==> src/rtl/div_iter_unit.sv <==
// rtl/div_iter_unit.sv - radix-2 restoring divider for MIPS DIV/DIVU (optional: DIV_ZERO_FAST_EN)
module div_iter_unit #(
  parameter int WIDTH = 32,
  parameter int CNT_W = 5
) (
  input  logic             clk,
  input  logic             rst,
  input  logic             start,
  input  logic             is_signed,
  input  logic [WIDTH-1:0] dividend,
  input  logic [WIDTH-1:0] divisor,
  input  logic             cancel,
  output logic             stall,
  output logic             busy,
  output logic             ready,
  output logic [WIDTH-1:0] quotient,
  output logic [WIDTH-1:0] remainder
);

`ifdef DIV_ZERO_FAST_EN
  localparam bit ZERO_FAST = 1'b1;
`else
  localparam bit ZERO_FAST = 1'b0;
`endif

  localparam logic [CNT_W-1:0] LAST = CNT_W'(WIDTH - 1);

  typedef enum logic [1:0] {IDLE, BUSY, DONE} state_t;

  state_t           state;
  logic [WIDTH-1:0] rem, quo, dvs, dvd_raw;
  logic             neg_q, neg_r, div_zero;
  logic [CNT_W-1:0] count;

  logic [WIDTH:0]   rem_sh, diff;
  logic [WIDTH-1:0] rem_next, quo_next, q_fix, r_fix;

  assign stall = (state == IDLE && start && !cancel) || (state == BUSY);

  // One restoring step; rem_sh needs WIDTH+1 bits since rem can approach the divisor.
  always_comb begin
    rem_sh = {rem, quo[WIDTH-1]};
    diff   = rem_sh - {1'b0, dvs};
    if (!diff[WIDTH]) begin
      rem_next = diff[WIDTH-1:0];
      quo_next = {quo[WIDTH-2:0], 1'b1};
    end else begin
      rem_next = rem_sh[WIDTH-1:0];
      quo_next = {quo[WIDTH-2:0], 1'b0};
    end
    q_fix = div_zero ? '1 : (neg_q ? -quo_next : quo_next);
    r_fix = div_zero ? dvd_raw : (neg_r ? -rem_next : rem_next);
  end

  always_ff @(posedge clk) begin
    if (rst) begin
      state     <= IDLE;
      busy      <= 1'b0;
      ready     <= 1'b0;
      quotient  <= '0;
      remainder <= '0;
      count     <= '0;
      rem       <= '0;
      quo       <= '0;
      dvs       <= '0;
      dvd_raw   <= '0;
      neg_q     <= 1'b0;
      neg_r     <= 1'b0;
      div_zero  <= 1'b0;
    end else begin
      case (state)
        IDLE: begin
          ready <= 1'b0;
          if (start && !cancel) begin
            quo      <= (is_signed && dividend[WIDTH-1]) ? -dividend : dividend;
            dvs      <= (is_signed && divisor[WIDTH-1]) ? -divisor : divisor;
            dvd_raw  <= dividend;
            neg_q    <= is_signed && (dividend[WIDTH-1] ^ divisor[WIDTH-1]);
            neg_r    <= is_signed && dividend[WIDTH-1];
            div_zero <= (divisor == '0);
            rem      <= '0;
            count    <= '0;
            if (ZERO_FAST && divisor == '0) begin
              state     <= DONE;
              ready     <= 1'b1;
              quotient  <= '1;
              remainder <= dividend;
            end else begin
              state <= BUSY;
              busy  <= 1'b1;
            end
          end
        end
        BUSY: begin
          if (cancel) begin
            state <= IDLE;
            busy  <= 1'b0;
          end else begin
            rem   <= rem_next;
            quo   <= quo_next;
            count <= count + 1'b1;
            if (count == LAST) begin
              state     <= DONE;
              busy      <= 1'b0;
              ready     <= 1'b1;
              quotient  <= q_fix;
              remainder <= r_fix;
            end
          end
        end
        DONE: begin
          state <= IDLE;
          ready <= 1'b0;
        end
        default: begin
          state <= IDLE;
          busy  <= 1'b0;
          ready <= 1'b0;
        end
      endcase
    end
  end

endmodule
==> config.mk <==
export PLATFORM = sky130hd
export DESIGN_NAME = div_iter_unit
export DESIGN_NICKNAME = d
export VERILOG_FILES = /design/src/rtl/div_iter_unit.sv
export SDC_FILE = /design/constraint.sdc
export NUM_CORES = 1
export LEC_CHECK = 0
export BUFFER_PORTS_ARGS = -buffer_cell sky130_fd_sc_hd__buf_2
export CAP_MARGIN = 20
export CORE_MARGIN = 2
export CORE_UTILIZATION = 45
export CTS_CLUSTER_DIAMETER = 40
export CTS_CLUSTER_SIZE = 10
export DETAILED_ROUTE_END_ITERATION = 12
export PLACE_DENSITY_LB_ADDON = 0.25
export SLEW_MARGIN = 5
export SYNTH_ARGS = -nofsm -noshare
export SYNTH_HDL_FRONTEND = slang
export SYNTH_SLANG_ARGS = --single-unit
export TNS_END_PERCENT = 5
==> constraint.sdc <==
create_clock -name clk -period 5.2 [get_ports clk]
set_clock_uncertainty 0.2 [all_clocks]
set_input_delay 0.26 -clock clk [delete_from_list [all_inputs] [get_ports clk]]
set_output_delay 0.26 -clock clk [all_outputs]
set_load 0.1 [all_outputs]
# Word level (Yosys, flattened, before mapping)

Cells that the tools add are included.

$add $sub $neg: 6
Equality and inequality tests: 6
Muxes and demuxes: 25
Bitwise gates (word level): 4
Reductions and logical operators: 18

Operators with widths:

| kind                                                                    | number |
|---|---|
| 32-bit two-way mux                                                      | 11 |
| 32-bit negator                                                          | 4 |
| 32-bit one-hot mux with 2 select lines                                  | 2 |
| 33-bit by 32-bit subtractor with 33-bit output                          | 1 |
| 32-bit zero test                                                        | 1 |
| 5-bit two-way mux                                                       | 2 |
| 5-bit one-hot mux with 2 select lines                                   | 1 |
| 3-bit AND reduction                                                     | 3 |
| 1-bit logical AND                                                       | 6 |
| 2-bit two-way mux                                                       | 3 |
| 2-bit AND reduction                                                     | 3 |
| 5-bit by 1-bit adder with 5-bit output, second input constant           | 1 |
| 5-bit == test, second input constant                                    | 1 |
| 1-bit two-way mux                                                       | 4 |
| 2-bit one-hot mux with 2 select lines                                   | 1 |
| 3-bit by 2-bit inequality test with 1-bit output, second input constant | 1 |
| 1-bit NOT                                                               | 3 |
| 1-bit one-hot mux with 3 select lines                                   | 1 |
| 2-bit by 1-bit == test with 1-bit output, second input constant         | 1 |
| 2-bit == test, second input constant                                    | 1 |
| 2-bit zero test                                                         | 1 |
| 2-bit by 1-bit inequality test with 1-bit output, second input constant | 1 |
| 2-bit inequality test, second input constant                            | 1 |
| 2-bit nonzero test                                                      | 1 |
| other kinds (4)                                                         | 4 |

Bits in registers: 204
Input port bits: 69
Output and inout port bits: 67
Logic and storage cells: 72

# Depth between registers and ports, before layout

Depth in word-level cells: 5
Gate-level depth with buffers: 25
Mapped depth without buffers: 23

# Worst setup path after synthesis

Ideal clock, no wire load.

Kind: reg-to-reg
Start: register quo[31]
End: register remainder[28]
Arrival time: 4.600 ns
Required time: 4.871 ns
Slack: 0.271 ns
Stages on the path, launching flop included: 26
Buffers on the path: 2
Clock period less this slack: 4.929 ns
Cells stage by stage: dfxtp_1 -> inv_1 -> ha_1 -> inv_1 -> fa_1 -> a211oi_1 -> o211ai_2 -> nand3_2 -> a211oi_4 -> nor3_2 -> nor2_8 -> inv_2 -> buf_2 -> buf_1 -> nor2_1 -> a21oi_1 -> ha_1 -> nand2_1 -> or4_1 -> nor2_1 -> o21ai_0 -> o31a_1 -> a211o_1 -> a211o_1 -> nor3_1 -> nor4b_2

Word-level cells in the longest chain between the ends: 5

Ends and longest elaborated chain:

| what                                           | line | text |
|---|---|---|
| from (decl)                                    | 31   | `logic [WIDTH-1:0] rem, quo, dvs, dvd_raw;` |
| from (signal assigned)                         | 75   | `quo <= (is_signed && dividend[WIDTH-1]) ? -dividend : dividend;` |
| from (signal assigned)                         | 100  | `quo <= quo_next;` |
| 33-bit by 32-bit subtractor with 33-bit output | 43   | `diff = rem_sh - {1'b0, dvs};` |
| 32-bit two-way mux *                           | 44   | `if (!diff[WIDTH]) begin` |
| 32-bit negator                                 | 52   | `r_fix = div_zero ? dvd_raw : (neg_r ? -rem_next : rem_next);` |
| 32-bit two-way mux * (2 in series)             | 52   |  |
| to (signal assigned)                           | 87   | `remainder <= dividend;` |
| to (signal assigned)                           | 107  | `remainder <= r_fix;` |
| to (decl)                                      | 17   | `output logic [WIDTH-1:0] remainder` |

Mark *: on every way between the ends. The rest lies on a longest branch, timed or not.
A chain may end at the register's enable or synchronous reset.

# Final worst setup path

Start: register rem[20]
End: register remainder[28]

Word-level cells in the longest chain between the ends: 5

Ends and longest elaborated chain:

| what                                           | line | text |
|---|---|---|
| from (decl)                                    | 31   |  |
| from (signal assigned)                         | 99   | `rem <= rem_next;` |
| 33-bit by 32-bit subtractor with 33-bit output | 43   |  |
| 32-bit two-way mux *                           | 44   |  |
| 32-bit negator                                 | 52   |  |
| 32-bit two-way mux * (2 in series)             | 52   |  |

Marked as above.

==> metrics.yaml <==
mostFrequentLayoutCell: "nor2_1"
max_freq_mhz: 203
ys_types: 79
cts-buffers-inserted: 39
fin_crit_ns: 4.92
design.portCount: 136
drtPass1Iterations: 5
area_growth_pct: 22.9
dp.cells: 2159
place_congestion: 0.934
mostFrequentLayoutCells: "nor2_1 (218), dfxtp_1 (203), nand2_1 (185)"
busiest_layer: "met2"
slew_headroom_pct: 38.7
syn_avg_cell_area_um2: 7.58
crit_path_max_fanout: 7
crit_chain: "ha_1 -> a21oi_1 -> o21ai_0 -> a211oi_2 -> o31ai_4 -> o21a_2 -> nor2_8 -> mux2i_1 -> ha_2 -> nand2_1 -> or4_1 -> nor2_1 -> o21ai_0 -> o31a_1 -> a211o_1 -> a211o_1 -> nand4_1 -> nor4b_2"
start_kind: "flip-flop"
synth-async-reset-ratio_pct: 0
grt_pass1_wl_mm: 69.7
worst_hold_slack_ns: 0.0159
arrival_ns: 5.14
final_util_pct: 56.1
setup_viol: 0
layout-drive-gt1-share_pct: 14.4
clock_sinks: 204
grt_use_met1_pct: 41.0
status: "completed"
wire_per_inst_um: 19.1
core-area_mm2: 0.0286
use_met3_pct: 4.05
die_h_um: 174
finalCritPeriodShare_pct: 94.5
yosys.area.top_type_share_pct: 31.3
die_width_um: 174
hold_path_class: "in -> reg"
synthCells: 1723
rsz0062_at_grt: "false"
synth_seq_cells: 204
tns_ns: 0
grt_max_degree: 105
clockRootBuffer: "clkbuf_16"
post-route-drc-count: 0
nNetsFinal: 1986
ir_drop_v: 0.000260
cp-end-kind: "flip-flop"
yosys.area.top_type: "dfxtp_1"
overflow: 0
drv_cap: 0
drt-total-wl_mm: 43.8
fin_cells: 2291
critPathKind: "reg -> reg"
grtUsageMet2_pct: 43.5
hold_viol_final: 0
synth_seq_area_share_pct: 31.3
synth_edf_count: 0
yosys_warnings: 0
slowest_stage: "or4_1"
placement.io_buffers: 135
vias_per_cell: 5.95
vias: 13600
grt_antenna_before_repair: 0
p_leak_nw: 6.26
slowest_delay_ns: 0.48
synth.cell_area_mm2: 0.0131
worstMarginPinSlew_ns: 0.911
start_util_pct: 45.6
critical_path_required_ns: 5.43
dp_hpwl_mm: 31.5
drtIter0Drc: 1277
synth.area.top_cells: "dfxtp_1 (31%), nor2_1 (6.3%), a21oi_1 (5.9%)"
diodes: 0
synth_ff_type: "dfxtp_1"
powerDensity_mw_per_mm2: 320
drv_slew: 0
cts_tree: "yes"
cts.path.max_buffers: 3
clk_latency_ns: 0.53
clk_pin_slew_ns: 0.05
htreeDepth: 2
ant_nets: 0
grt_usage_pct: 28.4
grt_pass1_vias: 12700
synth_nets: 1831
rows: 62
die-area_mm2: 0.0304
[cells in the mapped netlist, drive strengths merged, types with 17 or more instances]
master and instances:
xnor2 56, or4 19, nor2 221, nor3 59, nand2 185, o41ai 19, inv 54, dfxtp 204
clkbuf 92, nand3 19, a31oi 17, xor2 74, mux2i 34, o31ai 25, o21ai 98, buf 21
or3 19, ha 38, a21oi 155, a211oi 103
[layer usage]
layer  up-vias  share of wire (%)
li1       6544                  -
met1      6424                 46
met2       570                 43
met3       101                7.4
met4         0                2.9
met5         -                  0
[state kept, by name (all words and copies together) (netlist names)]
signal / cells
dvd_raw: 32
dvs: 32
quo: 32
quotient: 32
rem: 32
remainder: 32
count: 5
state: 2
busy: 1
div_zero: 1
neg_q: 1
neg_r: 1
ready: 1
[timing repair]
action / 4_1_cts / 5_1_grt
hold buffers: 61 / 0
setup buffers: 0 / 0
endpoints found under the setup margin: 0 / 6
endpoints found under the hold margin: 60 / 0
resized for setup: 0 / 9
[worst paths after layout]
path / from / endpoint / slack [ns] / cells after the start
setup reg to reg: rem[20]$_SDFFE_PP0P_ / remainder[28]$_SDFFE_PP0P_ / 0.28 / 18
hold reg to reg: dvd_raw[27]$_SDFFE_PP0P_ / dvd_raw[27]$_SDFFE_PP0P_ / 0.25 / 2
hold / removal: divisor[14] / dvs[14]$_SDFFE_PP0P_ / 0.02 / 3
setup / recovery: rem[20]$_SDFFE_PP0P_ / remainder[28]$_SDFFE_PP0P_ / 0.28 / 18
[worst max-delay path, delay by kind of cell, from the launching register on]
family,cells,cell delay (ns)
fa+ha+maj,2,0.64
simple gates,6,1.20
flops,1,0.47
mux,1,0.34
compound gates,9,1.98
[metrics by stage]
stage          power (mW)  cell area (um2)  worst slack, ns
2_1_floorplan        2.24            13100            0.271
3_3_place_gp         2.48            14000            0.363
3_5_place_dp         2.49            14000            0.216
6_report             5.14            16000            0.285
5_1_grt              5.33            16000           0.0137
4_1_cts              5.14            16000            0.151
[layout make-up]
cell class                 count  area (um2)
clock buffer                  48        1030
timing repair buffer         227        1560
clock inverter                22         313
sequential                   204        4090
tap                          384         480
fill                        2694       12600
multi-input combinational   1351        8380
inverter                      55         206
[kinds of logic after synthesis]
kind of cell | count (synthesis) | share of synthesized area [%]
DFF | 204 | 31.3
xor gates and xnor gates | 130 | 8.72
muxes | 38 | 2.95
buffers and inverters | 168 | 5.00
and+or+nand+nor | 630 | 22.5
AOI/OAI and AO/OA | 514 | 25.7
adders and majority gates | 39 | 3.80
[power by group]
part / switching [mW] / internal [mW] / leakage (nW)
clock network: 0.888 / 1.72 / 0.649
registers: 0.0454 / 1.62 / 1.66
logic: 0.544 / 0.320 / 3.95
Note: power is estimated with default switching activity, not from simulation.
